**config.mk**
```make
export PLATFORM = sky130hd
export DESIGN_NAME = hazard_stall_ctrl
export DESIGN_NICKNAME = d
export VERILOG_FILES = /design/src/rtl/core_ctrl_pkg.sv /design/src/rtl/forward_unit.sv /design/src/rtl/hazard_stall_ctrl.sv
export SDC_FILE = /design/constraint.sdc
export NUM_CORES = 1
export LEC_CHECK = 0
export ABC_AREA = 1
export BUFFER_PORTS_ARGS = -buffer_cell sky130_fd_sc_hd__buf_2
export CORE_ASPECT_RATIO = 1.75
export CORE_MARGIN = 2
export CORE_UTILIZATION = 51
export DETAILED_ROUTE_END_ITERATION = 10
export PLACE_DENSITY = 0.95
export SYNTH_ARGS = -nofsm -noshare
export SYNTH_HDL_FRONTEND = slang
export SYNTH_SLANG_ARGS = --single-unit
```
**constraint.sdc**
```tcl
create_clock -name clk -period 2.2 [get_ports clk]
set_clock_uncertainty 0.2 [all_clocks]
set_input_delay 0.22 -clock clk [delete_from_list [all_inputs] [get_ports clk]]
set_output_delay 0.22 -clock clk [all_outputs]
set_load 0.01 [all_outputs]
```
**src/rtl/core_ctrl_pkg.sv**
```systemverilog
// Shared pipeline-control definitions: FSM encoding, forward selects, register address width.
package core_ctrl_pkg;

  localparam int unsigned REG_AW = 5;

  typedef enum logic [1:0] {
    RUN      = 2'b00,
    MEM_WAIT = 2'b01,
    ERR      = 2'b10
  } ctrl_state_e;

  localparam logic [1:0] FWD_RF  = 2'b00;
  localparam logic [1:0] FWD_MEM = 2'b10;
  localparam logic [1:0] FWD_WB  = 2'b01;

  // True when a writer address is a real register (not x0) and equals the reader address
  function automatic logic reg_match(input logic [REG_AW-1:0] wr, input logic [REG_AW-1:0] rd);
    return (wr != '0) && (wr == rd);
  endfunction

endpackage

```
**src/rtl/forward_unit.sv**
```systemverilog
// Combinational operand forwarding selects; EX/MEM result wins over MEM/WB.
module forward_unit
  import core_ctrl_pkg::*;
(
  input  logic [REG_AW-1:0] i_rs1,
  input  logic [REG_AW-1:0] i_rs2,
  input  logic [REG_AW-1:0] i_mem_rd,
  input  logic              i_mem_reg_write,
  input  logic [REG_AW-1:0] i_wb_rd,
  input  logic              i_wb_reg_write,
  output logic [1:0]        o_forward_a,
  output logic [1:0]        o_forward_b
);

  // Select source for each operand
  always_comb begin
    o_forward_a = FWD_RF;
    o_forward_b = FWD_RF;
    if (i_mem_reg_write && reg_match(i_mem_rd, i_rs1))     o_forward_a = FWD_MEM;
    else if (i_wb_reg_write && reg_match(i_wb_rd, i_rs1))  o_forward_a = FWD_WB;
    if (i_mem_reg_write && reg_match(i_mem_rd, i_rs2))     o_forward_b = FWD_MEM;
    else if (i_wb_reg_write && reg_match(i_wb_rd, i_rs2))  o_forward_b = FWD_WB;
  end

endmodule

```
**src/rtl/hazard_stall_ctrl.sv**
```systemverilog
// Pipeline stall/flush sequencing, data-memory wait FSM with timeout, EX forwarding.
// Optional performance counters enabled by defining HAZARD_PERF_CNT_EN.
module hazard_stall_ctrl
  import core_ctrl_pkg::*;
#(
  parameter int unsigned MAX_WAIT = 16,
  parameter int unsigned CNT_W    = 8
) (
  input  logic              clk,
  input  logic              reset,
  input  logic [REG_AW-1:0] id_rs1,
  input  logic [REG_AW-1:0] id_rs2,
  input  logic [REG_AW-1:0] ex_rs1,
  input  logic [REG_AW-1:0] ex_rs2,
  input  logic [REG_AW-1:0] ex_rd,
  input  logic              ex_mem_read,
  input  logic              ex_branch_taken,
  input  logic [REG_AW-1:0] mem_rd,
  input  logic              mem_reg_write,
  input  logic              mem_mem_read,
  input  logic              mem_mem_write,
  input  logic [REG_AW-1:0] wb_rd,
  input  logic              wb_reg_write,
  input  logic              dmem_ack,
  output logic              dmem_req,
  output logic              pc_stall,
  output logic              if_id_stall,
  output logic              if_id_flush,
  output logic              id_ex_stall,
  output logic              id_ex_flush,
  output logic              ex_mem_stall,
  output logic              mem_wb_bubble,
  output logic [1:0]        forward_a,
  output logic [1:0]        forward_b,
  output logic              dmem_err
`ifdef HAZARD_PERF_CNT_EN
  ,
  output logic [31:0]       perf_mem_stall,
  output logic [31:0]       perf_lu_stall,
  output logic [31:0]       perf_flush
`endif
);

  ctrl_state_e      r_state;
  ctrl_state_e      w_state_nxt;
  logic [CNT_W-1:0] r_wait_cnt;
  logic [CNT_W-1:0] w_wait_cnt_nxt;
  logic             r_dmem_err;
  logic             w_dmem_err_nxt;
  logic             w_mem_acc;
  logic             w_mem_stall;
  logic             w_load_use;
  logic [1:0]       w_fwd_a;
  logic [1:0]       w_fwd_b;

  assign w_mem_acc  = mem_mem_read | mem_mem_write;
  assign w_load_use = ex_mem_read & (reg_match(ex_rd, id_rs1) | reg_match(ex_rd, id_rs2));

  forward_unit u_fwd (
    .i_rs1           (ex_rs1),
    .i_rs2           (ex_rs2),
    .i_mem_rd        (mem_rd),
    .i_mem_reg_write (mem_reg_write),
    .i_wb_rd         (wb_rd),
    .i_wb_reg_write  (wb_reg_write),
    .o_forward_a     (w_fwd_a),
    .o_forward_b     (w_fwd_b)
  );

  // FSM state, wait counter and sticky error register
  always_ff @(posedge clk) begin
    if (!reset) begin
      r_state    <= RUN;
      r_wait_cnt <= '0;
      r_dmem_err <= 1'b0;
    end else begin
      r_state    <= w_state_nxt;
      r_wait_cnt <= w_wait_cnt_nxt;
      r_dmem_err <= w_dmem_err_nxt;
    end
  end

  // Next-state, wait counting and memory stall decode
  always_comb begin
    w_state_nxt    = r_state;
    w_wait_cnt_nxt = r_wait_cnt;
    w_dmem_err_nxt = r_dmem_err;
    w_mem_stall    = 1'b0;
    case (r_state)
      RUN: begin
        if (w_mem_acc && !dmem_ack) begin
          w_state_nxt    = MEM_WAIT;
          w_wait_cnt_nxt = CNT_W'(1);
          w_mem_stall    = 1'b1;
        end
      end
      MEM_WAIT: begin
        if (dmem_ack) begin
          w_state_nxt    = RUN;
          w_wait_cnt_nxt = '0;
        end else begin
          w_mem_stall = 1'b1;
          if (r_wait_cnt == CNT_W'(MAX_WAIT)) begin
            w_state_nxt    = ERR;
            w_dmem_err_nxt = 1'b1;
          end else begin
            w_wait_cnt_nxt = r_wait_cnt + CNT_W'(1);
          end
        end
      end
      ERR: begin
        w_mem_stall = 1'b1;
      end
      default: begin
        w_state_nxt = RUN;
      end
    endcase
  end

  // Prioritised stall/flush outputs; everything forced low while reset is asserted
  always_comb begin
    dmem_req      = 1'b0;
    pc_stall      = 1'b0;
    if_id_stall   = 1'b0;
    if_id_flush   = 1'b0;
    id_ex_stall   = 1'b0;
    id_ex_flush   = 1'b0;
    ex_mem_stall  = 1'b0;
    mem_wb_bubble = 1'b0;
    forward_a     = FWD_RF;
    forward_b     = FWD_RF;
    dmem_err      = 1'b0;
    if (reset) begin
      dmem_req  = w_mem_acc && (r_state != ERR);
      forward_a = w_fwd_a;
      forward_b = w_fwd_b;
      dmem_err  = r_dmem_err;
      if (w_mem_stall) begin
        pc_stall      = 1'b1;
        if_id_stall   = 1'b1;
        id_ex_stall   = 1'b1;
        ex_mem_stall  = 1'b1;
        mem_wb_bubble = 1'b1;
      end else if (ex_branch_taken) begin
        if_id_flush = 1'b1;
        id_ex_flush = 1'b1;
      end else if (w_load_use) begin
        pc_stall    = 1'b1;
        if_id_stall = 1'b1;
        id_ex_flush = 1'b1;
      end
    end
  end

`ifdef HAZARD_PERF_CNT_EN
  logic [31:0] r_perf_mem_stall;
  logic [31:0] r_perf_lu_stall;
  logic [31:0] r_perf_flush;
  logic        w_cnt_lu;
  logic        w_cnt_flush;

  assign w_cnt_lu    = w_load_use & ~w_mem_stall & ~ex_branch_taken;
  assign w_cnt_flush = ex_branch_taken & ~w_mem_stall;

  // Saturating event counters
  always_ff @(posedge clk) begin
    if (!reset) begin
      r_perf_mem_stall <= '0;
      r_perf_lu_stall  <= '0;
      r_perf_flush     <= '0;
    end else begin
      if (w_mem_stall && (r_perf_mem_stall != '1)) r_perf_mem_stall <= r_perf_mem_stall + 32'(1);
      if (w_cnt_lu    && (r_perf_lu_stall  != '1)) r_perf_lu_stall  <= r_perf_lu_stall + 32'(1);
      if (w_cnt_flush && (r_perf_flush     != '1)) r_perf_flush     <= r_perf_flush + 32'(1);
    end
  end

  assign perf_mem_stall = reset ? r_perf_mem_stall : '0;
  assign perf_lu_stall  = reset ? r_perf_lu_stall  : '0;
  assign perf_flush     = reset ? r_perf_flush     : '0;
`endif

endmodule
```
======== After elaboration in Yosys (flattened, before gate mapping) ========
Cells that the tools add are included.
cells by class
  add/sub/neg operators ................... 1
  multipliers ............................. 0
  div/mod/pow operators ................... 0
  magnitude comparators ................... 0
  equality and inequality tests ........... 13
  shifts and indexed selects .............. 0
  muxes and demuxes ....................... 31
  bitwise operators ....................... 5
  reduce and logical (&&, ||, !) cells .... 21
operator list
  kind                   number
  $eq A5 B5 Y1           6
  $mux W8                3
  $mux W1                18
  $pmux W8 S2            1
  $reduce_bool A5 Y1     3
  $mux W2                7
  $logic_and A1 B1 Y1    12
  $reduce_and A3 Y1      3
  $add A8 B1 Y8 const B  1
  $eq A8 B5 Y1 const B   1
  $ne A3 B3 Y1 const B   2
  $pmux W2 S3            1
  $ne A2 B2 Y1 const B   2
  $pmux W1 S3            1
  $eq A2 B1 Y1 const B   1
  $eq A2 B2 Y1 const B   1
  $logic_not A2 Y1       1
  $not A1 Y1             2
  $or A1 B1 Y1           2
  $reduce_bool A2 Y1     1
  $and A1 B1 Y1          1
  $logic_not A1 Y1       1
storage, ports and cells
  flip-flop bits (word level) ............. 11
  latch bits .............................. 0
  bits in writable memories ............... 0
  memory bits (read-only) ................. 0
  input bits .............................. 44
  memories kept ........................... 0

======== Logic depth before layout (Yosys ltp) ========
Gate-level depths: netlist of run 1.
  word-level depth ........................ 8
  mapped depth ............................ 9
  depth with buffers taken out ............ 9

======== By module ========
Synthesis of run 1 repeated with hierarchy kept, for this count alone.
unflattened totals
  cells, all modules ...................... 289
  area, all modules ....................... 1,446.4 um^2
by module, submodules not included
  module             times used  cells each  area an instance (um^2)  sequential area each (um^2)
  hazard_stall_ctrl  1           178         1,017.2                  220.2
  forward_unit       1           111         429.2                    0.0

======== Worst setup path before layout of run 1 ========
No wires, ideal clock.
  path type ............................... register to output
  start ................................... register r_state[1]
  end ..................................... output port pc_stall
  arrival time ............................ 1.304 ns
  setup slack ............................. 0.476 ns
  cell stages (with the launch flop) ...... 9
  cell sequence ........................... dfxtp_1 -> inv_2 -> nand2_4 -> nor2_4 -> inv_1 -> and3_4 -> nor2_4 -> o21bai_1 -> buf_4
on the way
  longest elaborated chain between the ends .. 4
  elaborated cells on any way between the ends .. 6
  classes of those cells .................. 2 x eq/ne; 3 x mux; 1 x reduce/logical
RTL lines
  item                                        line                     source
  from (decl)                                 hazard_stall_ctrl.sv:44  ctrl_state_e r_state;
  from (signal assigned)                      hazard_stall_ctrl.sv:77  r_state <= w_state_nxt;
  $eq A2 B2 Y1, or another cell as far along  hazard_stall_ctrl.sv:89  case (r_state)
  $pmux W1 S3 *                               hazard_stall_ctrl.sv:89
  $mux W1 * (2 in a row)                      n/a
  to (decl)                                   hazard_stall_ctrl.sv:26  output logic pc_stall,
Mark *: on every way between the ends. The rest lies on a longest branch, timed or not.

======== Worst setup path after layout of run 1 ========
  start ................................... register r_state[1]
  end ..................................... output port if_id_stall
on the way
  longest elaborated chain between the ends .. 4
  elaborated cells on any way between the ends .. 6
  classes of those cells .................. 2 x eq/ne; 3 x mux; 1 x reduce/logical
RTL lines
  item                                        line                      source
  $eq A2 B2 Y1, or another cell as far along  hazard_stall_ctrl.sv:89
  $pmux W1 S3 *                               hazard_stall_ctrl.sv:89
  $mux W1 *                                   hazard_stall_ctrl.sv:138  if (w_mem_stall) begin
  $mux W1 *                                   hazard_stall_ctrl.sv:133  if (reset) begin
  to (decl)                                   hazard_stall_ctrl.sv:27   output logic if_id_stall,
Marked as above.

==> impl_results.md, run 1 <==
- Tightest Pin Transition: 0.5177 ns
- Post-CTS Resized: 0
- Design area: 1638 sq um
- Global Route Usage Sum: 26.06%
- Die footprint: 2998 sq um
- CTS tree: built
- Combinational family with the most area after synthesis: simple AND/OR/NAND/NOR gates
- Post-synthesis compound-gate area fraction: 14.18%
- Antenna Cells: 0
- Antenna Nets Post-Route: 0
- Die Wd: 42.26 um
- Sequential-to-total area share from yosys stat: 16.86%
- Yosys cell types: 37
- Core Region: 2462 sq um
- Static leakage: between 0.8 and 0.9 nW
- RSZ-0062 raised after global routing: false
- Power Density: 396.2 nW/um^2
- CTS clock-pin slew for the worst setup and hold paths: roughly 0.05 ns
- DR DRC count: 0
- Xor/xnor cell area share of the yosys netlist: 6.705%
- Worst setup EP type: output port
- Placed instance area: about 1600 sq um
- DP HPWL: 2871 um
- Grt ovf: 0
- Layout Nets: 327
- Sequential Power Share: between 30% and 40%
- Hold Vio Cnt, Final: 0
- Synthesized flop and latch total: 11
- Share of post-route cells with drive strength above 1: 28.21%
- Clk buf depth: 2
- Synth Area in Simple Gates: 47.22%
- Critical path's slowest cell: dfxtp_1
- Fmax achieved: 0.5140 GHz
- Max-cap violations: 0
- Slew HR: 65.45%
- Status: finished, final reports clean
- Hold buffer count at CTS: 0
- Fraction of power spent switching nets: 33.97%
- Worst skew pair latency: 0.25 ns
- I/O pins: 57
- CTS buffer count: 3
- Fin crit share: 88.43%
- Routability cong.: 0.8529
- Sw power: 0.2204 mW
- Worst path arrival time: 1.53 ns
- Post-Synthesis Cells: roughly 220
- Max VDD drop: 0.2652 mV
- Synth Area per Inst: 5.831 sq um
- Synth Area in Adders: 1.916%
- Row Count: 24
- Final setup viols: 0
- Crit-path cells: nor2_1 > nand2_1 > and3_4 > nor2_4 > o21bai_1 > buf_2
- Layout area overhead: 25.38%
- Via-to-Cell Ratio: 5.258
- DRT iter0 DRCs: 22
- Starting Density: 53.05%
- Max FO, Critical Path: 4
- Tmin final: ~2 ns
- First-pass GRT wire length: 6216 um
- Pint: 0.4285 mW
- Total Routed Length: 3609 um
- Ys Warns: 0
- Multiplexer share of the synthesized area: 0%
- Postcts setup bufs: 0
- Largest net degree at the start of global routing: 14
- Worst path bufs/invs: 1
- Setup tns final: 0 ns
- Post-Syn Area: 1306 sq um
- Clk pwr share: about 33%
- WP data required: 1.78 ns
- TritonRoute pass-1 iters: 4
- Slowest Stage Delay on Critical Path: 0.34 ns
- Placed cells: roughly 300
- Initial antenna violation count: 0
- Post-Syn Nets: between 200 and 300
- CTS sink cnt: 11
- Crit path kind: flop to output port
- Via Count: 1609
- Port Buffers: between 50 and 60
- CTS H-tree depth: 1
- Worst hold-check path type: input pin to flop
- Setup crit start kind: flop
- Wirelength per Cell: 11.79 um
- Root Buffer: clkbuf_8
- CP delay by family, top: simple AND/OR/NAND/NOR gates
- Die height: 70.95 um
- Layout Cells excl Fill: 306
- Fin. max-slew vios: 0
- Comb pwr share: 34.4%
- Final Util: around two thirds
- Vias in the first global route: 1637
[metrics by stage]
stage	setup WS [ns]	hold slack, ns	total power, mW
floorplan	0.4762	0.1403	0.3506
global placement	0.5675	0.2370	0.4287
detailed placement	0.5167	0.2411	0.4341
CTS	0.2481	0.06665	0.6481
global route	0.1309	0.07553	0.6797
finish	0.2546	0.06377	0.6489
[worst paths after layout]
path / from / to / slack [ns] / depth (start not counted)
worst max-delay path: r_state[1] / if_id_stall / 0.25 / 6
worst max register to register: r_wait_cnt[0] / r_wait_cnt[4] / 0.57 / 8
worst min register to register: r_dmem_err / r_dmem_err / 0.26 / 2
worst min-delay path: reset / r_wait_cnt[1] / 0.06 / 3
[synth_stat cells, drive strengths merged]
| library cell | n | area share [%] |
|---|---|---|
| or2 | 5 | 2.4 |
| o211ai | 2 | 1.1 |
| xnor2 | 6 | 4.0 |
| inv | 38 | 11 |
| ha | 2 | 1.9 |
| dfxtp | 11 | 17 |
| nor2b | 1 | 0.48 |
| nand4 | 6 | 2.9 |
| and2 | 1 | 0.48 |
| xor2 | 4 | 2.7 |
| o22ai | 2 | 0.96 |
| o221ai | 1 | 0.67 |
| nor2 | 28 | 9.4 |
| nor3b | 2 | 2.0 |
| o21bai | 1 | 0.57 |
| nor4 | 1 | 0.48 |
| nor3 | 4 | 1.5 |
| buf | 4 | 2.0 |
| a22o | 1 | 0.67 |
| a21oi | 16 | 7.6 |
| o21ai | 6 | 2.6 |
| nand2 | 69 | 21 |
| and3 | 1 | 0.86 |
| nand3 | 12 | 5.6 |
[cell families (layout without fill, tap and decap cells)]
family,count (synthesis),in the layout
AND/OR/NAND/NOR,130,130
buffers and inverters,42,98
AO/OA/AOI/OAI,29,29
flip-flops,11,11
XOR/XNOR,10,10
adder cells (fa/ha/maj),2,2
[final cells by class]
class                           count  area (sq um)
Timing Repair Buffer               56         280.3
Tap cell                           26         32.53
Clock buffer                        4         45.04
Multi-Input combinational cell    171         914.6
Sequential cell                    11         220.2
Fill cell                         227         824.5
Inverter                           38         145.1
[cells in the final DEF (no fill, tap or decap)]
cell      count
a21oi_1      13
a21oi_2       2
a21oi_4       1
a22o_1        1
and2_1        1
and3_4        1
buf_2        56
clkbuf_1      1
clkbuf_8      3
dfxtp_1      11
ha_1          2
inv_1        35
inv_2         2
inv_4         1
nand2_1      66
nand2_2       1
nand2_4       2
nand3_1      11
nand3_4       1
nand4_1       6
nor2_1       25
nor2_2        1
nor2_4        2
nor2b_1       1
nor3_1        4
nor3b_1       1
nor3b_4       1
nor4_1        1
o211ai_1      2
o21ai_0       5
o21ai_2       1
o21bai_1      1
o221ai_1      1
o22ai_1       2
or2_1         1
or2_2         4
xnor2_1       6
xor2_1        4
[routing by layer]
| layer | track usage (%) | vias up | routed length (um) |
|---|---|---|---|
| li1 | - | 818 | - |
| met4 | 15.63 | 0 | 142 |
| met1 | 23.23 | 715 | 1249 |
| met5 | 0 | - | 0 |
| met3 | 3.571 | 13 | 192 |
| met2 | 51.79 | 63 | 2024 |
[flip-flops by register name (all words and copies together), names as in the netlist]
register and flops:
r_dmem_err 1, r_wait_cnt 8, r_state 2
[worst register-to-register path: stages (launching register included)]
cell and delay, ns:
dfxtp_1 0.33, inv_1 0.11, ha_1 0.15, nor3b_4 0.25, nand3_4 0.14, nand2_4 0.14
inv_4 0.05, nand2_1 0.08, a21oi_2 0.05
[power by group through the flow]
stage / logic (mW) / clock network, mW / registers (mW)
4_1_cts: 0.223 / 0.215 / 0.210
6_report: 0.223 / 0.216 / 0.210
2_1_floorplan: 0.138 / 0 / 0.213
3_3_place_gp: 0.215 / 0 / 0.213
5_1_grt: 0.248 / 0.221 / 0.211
3_5_place_dp: 0.221 / 0 / 0.214
No activity file was read; power rests on OpenSTA's default activity.
==> run 2: changes to the inputs <==
PLACE_DENSITY = 0.92   (was 0.95)
==> impl_results.md, run 2 (synthesized netlist as in run 1, its figures left out) <==
- Total Routed Length: 3385 um (-6.2%)
- Row Count: 24 (unchanged)
- DP HPWL: 2822 um (-1.7%)
- Fin crit share: 87.93% (-0.50 points)
- TritonRoute pass-1 iters: 4 (unchanged)
- Crit path kind: flop to output port
- Antenna Cells: 0 (unchanged)
- Antenna Nets Post-Route: 0 (unchanged)
- Tightest Pin Transition: 0.4914 ns (-0.02632 ns)
- Reg area: 220.2 sq um (unchanged)
- Most common cell after layout, fill and taps aside: nand2_1
- I/O pins: 57 (unchanged)
- Postcts setup bufs: 0 (unchanged)
- RSZ-0062 raised after global routing: false
- Layout Nets: 327 (unchanged)
- WP data required: 1.78 ns (about the same)
- Largest reg by FF count: r_wait_cnt
- Clk buf depth: 2 (unchanged)
- Die footprint: 2998 sq um (unchanged)
- Worst skew pair latency: 0.25 ns (about the same)
- Post-CTS Resized: 0 (unchanged)
- DRT iter0 DRCs: 51 (+130%)
- Wirelength per Cell: 11.06 um (-6.2%)
- CTS clock-pin slew for the worst setup and hold paths: 0.05 ns (about the same)
- Global Route Usage Sum: 24.97% (-1.1 points)
- Worst path arrival time: 1.51 ns (-0.02 ns)
- Worst setup EP type: output port
- Max FO, Critical Path: 4 (unchanged)
- Via Count: 1602 (-0.44%)
- Core Region: 2462 sq um (unchanged)
- Largest net degree at the start of global routing: 14 (unchanged)
- Status: finished, final reports clean
- Largest regs: r_wait_cnt x8, r_state x2, r_dmem_err x1
- Max VDD drop: 0.2774 mV (+4.6%)
- Power Density: 394.4 nW/um^2 (-0.44%)
- Max reg flops: 8 (unchanged)
- CTS buffer count: 3 (unchanged)
- Vias in the first global route: 1558 (-4.8%)
- Filler cells: 238 (+4.8%)
- Port Buffers: 56 (unchanged)
- Setup tns final: 0 ns (unchanged)
- CTS sink cnt: 11 (unchanged)
- Root Buffer: clkbuf_8
- Starting Density: 53.05% (unchanged)
- Die Wd: 42.26 um (unchanged)
- Worst hold-check path type: input pin to flop
- Max-cap violations: 0 (unchanged)
- Grt ovf: 0 (unchanged)
- Static leakage: 0.8919 nW (unchanged)
- Fin. max-slew vios: 0 (unchanged)
- Multi-input logic area: 914.6 sq um (unchanged)
- Hold buffer count at CTS: 0 (unchanged)
- Fmax achieved: 0.5170 GHz (+0.57%)
- Tmin final: 1.934 ns (-0.01100 ns)
- Commonest cells after routing, fill and taps aside: nand2_1 (66), buf_2 (56), inv_1 (35), nor2_1 (25), a21oi_1 (13)
- CTS tree: built
- Hold_ws: 0.06227 ns (-0.001509 ns)
- DR DRC count: 0 (unchanged)
- Setup crit start kind: flop
- Layout area overhead: 25.38% (unchanged)
- Hold Vio Cnt, Final: 0 (unchanged)
- Initial antenna violation count: 0 (unchanged)
- CTS H-tree depth: 1 (unchanged)
- Die height: 70.95 um (unchanged)
- Slew HR: 67.20% (+1.8 points)
- Share of post-route cells with drive strength above 1: 28.21% (unchanged)
- First-pass GRT wire length: 5913 um (-4.9%)
- Final setup viols: 0 (unchanged)
- Via-to-Cell Ratio: 5.235 (-0.44%)
- Routability cong.: 0.8672 (+1.7%)
==> run 2: cell counts in the layout (fill, tap and decap cells not counted) <==
No cell type changed its count.
==> run 2: worst paths after layout <==
kind                 start             to  slack [ns]  cells after the start
min reg2reg     r_dmem_err     r_dmem_err        0.27                      2
max             r_state[1]       pc_stall        0.27                      7
max reg2reg  r_wait_cnt[0]  r_wait_cnt[4]        0.60                      8
min                  reset  r_wait_cnt[1]        0.06                      3
==> run 2: worst max-delay path: stages (launching register included) <==
cell	delay, ns
dfxtp_1	0.41
inv_2	0.08
nor2_1	0.14
inv_1	0.07
and3_4	0.19
nor2_4	0.09
o21bai_1	0.13
buf_2	0.15
==> run 2: through the flow <==
step / area [sq um] / cells / setup WS [ns] / power [mW] / util [%]
after floorplan: 1306 / 224 / 0.4762 / 0.3506 / -
after global placement: 1593 / 302 / 0.5634 / 0.4290 / 64.69
after detailed placement: 1593 / 302 / 0.5267 / 0.4339 / 64.69
after CTS: 1638 / 306 / 0.2464 / 0.6474 / 66.51
after global routing: 1638 / 306 / 0.1266 / 0.6817 / 66.51
final: 1638 / 306 / 0.2656 / 0.6460 / 66.51
==> run 2: final cells by class <==
class | instances | area share, %
flip-flops and latches | 11 | 13.45
clock buffers | 4 | 2.750
repair buffers | 56 | 17.11
inverters | 38 | 8.862
multi-input cells | 171 | 55.84
well taps | 26 | 1.986
==> run 2: layer usage <==
metal / routed length [um] / share of wire (%) / track usage (%) / up-vias
li1: - / - / - / 818
met1: 1171 / 35 / 23.04 / 708
met2: 1935 / 57 / 47.52 / 67
met3: 191 / 5.6 / 3.316 / 9
met4: 87 / 2.6 / 17.71 / 0
met5: 0 / 0 / 0 / -
==> run 2: report_power, final <==
part / internal [mW] / total, mW / leakage, nW / switching [mW]
combinational: 0.0959 / 0.221 / 0.780 / 0.125
sequential: 0.205 / 0.209 / 0.0893 / 0.00486
clock: 0.128 / 0.216 / 0.0228 / 0.0875
==> run 3: changes to the inputs <==
CORE_UTILIZATION = 53   (was 51)
CTS_CLUSTER_DIAMETER = 80   (was not set)
PLACE_DENSITY = 0.93   (was 0.92)
SYNTH_HIERARCHICAL = 1   (was not set)
==> impl_results.md, run 3 <==
- Status: finished, final reports clean
- Power Density: 362.5 nW/um^2 (-8.1%)
- Post-Syn Area: 1446 sq um (+11%)
- Via-to-Cell Ratio: 4.965 (-5.2%)
- Ys Warns: 6 (+6)
- Post-synth EDFFs: 0 (unchanged)
- WP data required: 1.78 ns (about the same)
- Fin. max-slew vios: 0 (unchanged)
- First-pass GRT wire length: 6161 um (+4.2%)
- Worst hold-check path type: input pin to flop
- Largest reg by FF count: r_wait_cnt
- Setup crit start kind: flop
- Die footprint: 3179 sq um (+6.0%)
- CTS buffer count: 3 (unchanged)
- Synth top area cells: nand2_1 (31%), dfxtp_1 (15%), inv_1 (12%)
- Commonest cells after routing, fill and taps aside: nand2_1 (120), buf_2 (56), inv_1 (48), nor2_1 (35), nand3_1 (14)
- Worst skew pair latency: 0.24 ns (about the same)
- Reg2Reg Depth: 7 (-1)
- I/O pins: 57 (unchanged)
- Worst Hold Depth: 4 (+1)
- Max VDD drop: 0.2346 mV (-15%)
- CTS clock-pin slew for the worst setup and hold paths: 0.05 ns (about the same)
- Total Routed Length: 3673 um (+8.5%)
- Grt ovf: 0 (unchanged)
- Fin crit share: 80.88% (-7.0 points)
- RSZ-0062 raised after global routing: false
- Max reg flops: 8 (unchanged)
- Tmin final: 1.779 ns (-0.1550 ns)
- Hold_ws: 0.1531 ns (+0.09082 ns)
- Layout area overhead: 21.89%
- Routability cong.: 0.8986 (+3.6%)
- DRT iter0 DRCs: 36 (-29%)
- List of most frequent post-synthesis cells: nand2_1 (120), inv_1 (48), nor2_1 (35)
- Max-cap violations: 0 (unchanged)
- Placed instance area: 1718 sq um (+7.9%)
- Antenna Nets Post-Route: 0 (unchanged)
- Post-synth top area share: 31.14% (+12 points)
- DR DRC count: 0 (unchanged)
- Global Route Usage Sum: 24.53% (-0.44 points)
- Synthesized flop and latch total: 11 (unchanged)
- Most used DFF post-synth: dfxtp_1
- Filler cells: 265 (+11%)
- Yosys cell types: 28 (-24%)
- Starting Density: 54.40% (+1.4 points)
- Fmax achieved: 0.5620 GHz (+8.7%)
- Worst setup EP type: output port
- Largest net degree at the start of global routing: 12 (-2)
- Vias in the first global route: 1651 (+6.0%)
- Wirelength per Cell: 9.927 um (-10%)
- Tightest Pin Transition: 0.3588 ns (-0.1326 ns)
- Clk buf depth: 2 (unchanged)
- Most frequent cell after synthesis: nand2_1
- FF-to-FF Start: r_wait_cnt[0]
- Max FO, Critical Path: 5 (+1)
- DP HPWL: 3200 um (+13%)
- Core Region: 2659 sq um (+8.0%)
- Post-Syn Nets: 335 (+24%)
- Sequential-to-total area share from yosys stat: 15.22% (-1.6 points)
- Port Buffers: 56 (unchanged)
- Root Buffer: clkbuf_8
- Async S/R FF share, synth: 0% (unchanged)
- Row Count: 25 (+4.2%)
- Final setup viols: 0 (unchanged)
- Layout Nets: 390 (+19%)
- Most common cell after layout, fill and taps aside: nand2_1
- Worst r2r dst: r_wait_cnt[0]
- Crit path kind: flop to output port
- Design area: 1763 sq um (+7.6%)
- Largest regs: r_wait_cnt x8, r_state x2, r_dmem_err x1
- Postcts setup bufs: 0 (unchanged)
- Reg-to-reg slack, setup: 0.60 ns (about the same)
- Die Wd: 43.49 um (+2.9%)
- Synth Area per Inst: 5.005 sq um (-14%)
- Hold Path End: r_state[0]
- CTS tree: built
- Hold Vio Cnt, Final: 0 (unchanged)
- Slew HR: 76.05% (+8.8 points)
- Share of post-route cells with drive strength above 1: 22.16% (-6.1 points)
- TritonRoute pass-1 iters: 4 (unchanged)
- Via Count: 1837 (+15%)
- Die height: 73.11 um (+3.0%)
- Min-delay src: dmem_ack
- Hold buffer count at CTS: 0 (unchanged)
- Largest area contributor in the netlist: nand2_1
- Post-Synthesis Cells: 289 (+29%)
- Initial antenna violation count: 0 (unchanged)
- CTS sink cnt: 11 (unchanged)
- Worst path arrival time: 1.36 ns (-0.15 ns)
- CTS H-tree depth: 1 (unchanged)
- Antenna Cells: 0 (unchanged)
- Setup tns final: 0 ns (unchanged)
- Post-CTS Resized: 0 (unchanged)
- Total power: 0.6391 mW (-1.1%)
- Final Util: 66.31% (-0.21 points)
- Static leakage: 1.127 nW (+26%)
run 3: cell types whose count changed in the layout (fill, tap and decap cells not counted), moves of 4 or more:
cell     before  now
or2_2         4    0
nor2_1       25   35
nor3_1        4    0
inv_1        35   48
inv_2         2    9
nand2_1      66  120
o21ai_1       0    4
xnor2_1       6    2
run 3: how the worst max path moves through the flow:
stage	to	start	cells after the start	slack, ns
final	if_id_stall	r_state[1]	8	0.42
after global routing	if_id_stall	r_state[1]	8	0.26
after CTS	if_id_stall	r_state[1]	8	0.40
after detailed placement	r_wait_cnt[0]	r_wait_cnt[0]	7	0.62
after global placement	pc_stall	ex_rd[4]	10	0.66
after floorplan	pc_stall	r_state[1]	8	0.69
run 3: metal layers:
layer | routed length [um] | up-vias | track usage (%) | part of all wire, %
met2 | 2116 | 52 | 50.58 | 58
li1 | - | 972 | - | -
met4 | 101 | 0 | 9.764 | 2.7
met3 | 140 | 12 | 1.238 | 3.8
met5 | 0 | - | 0 | 0
met1 | 1314 | 801 | 23.69 | 36
run 3: power by group:
group	switching [mW]	total (mW)	internal [mW]	leakage, nW
logic	0.133	0.225	0.0923	1.02
clock network	0.0744	0.201	0.127	0.0228
registers	0.00794	0.213	0.205	0.0892
total	0.215	0.639	0.424	1.13
run 3: area by class of cell:
| cell class | instances | area [sq um] | share of cell area [%] |
|---|---|---|---|
| well taps | 27 | 33.78 | 1.916 |
| repair buffers | 56 | 280.3 | 15.90 |
| multi-input cells | 212 | 958.4 | 54.36 |
| clock buffers | 4 | 45.04 | 2.555 |
| flip-flops and latches | 11 | 220.2 | 12.49 |
| inverters | 60 | 225.2 | 12.78 |
run 3: cell families after synthesis:
group                    share of synthesized area, %
flip-flops                                      15.22
adder cells (fa/ha/maj)                         1.730
XOR/XNOR                                        1.817
AND/OR/NAND/NOR                                 55.45
AO/OA/AOI/OAI                                   7.267
buffers and inverters                           18.51
run 3: metrics by stage:
stage / setup WS, ns / instances
floorplan: 0.6910 / 289
global placement: 0.6620 / 366
detailed placement: 0.6165 / 366
CTS: 0.4019 / 370
global route: 0.2596 / 370
finish: 0.4206 / 370
run 3: worst max-delay path, cell delays in order (launching register included):
cell and delay [ns]:
dfxtp_1 0.32, inv_2 0.07, nand2_2 0.09, nor2_4 0.18, inv_2 0.06, nand3_1 0.06
nand2_1 0.06, o21ai_1 0.12, buf_2 0.16
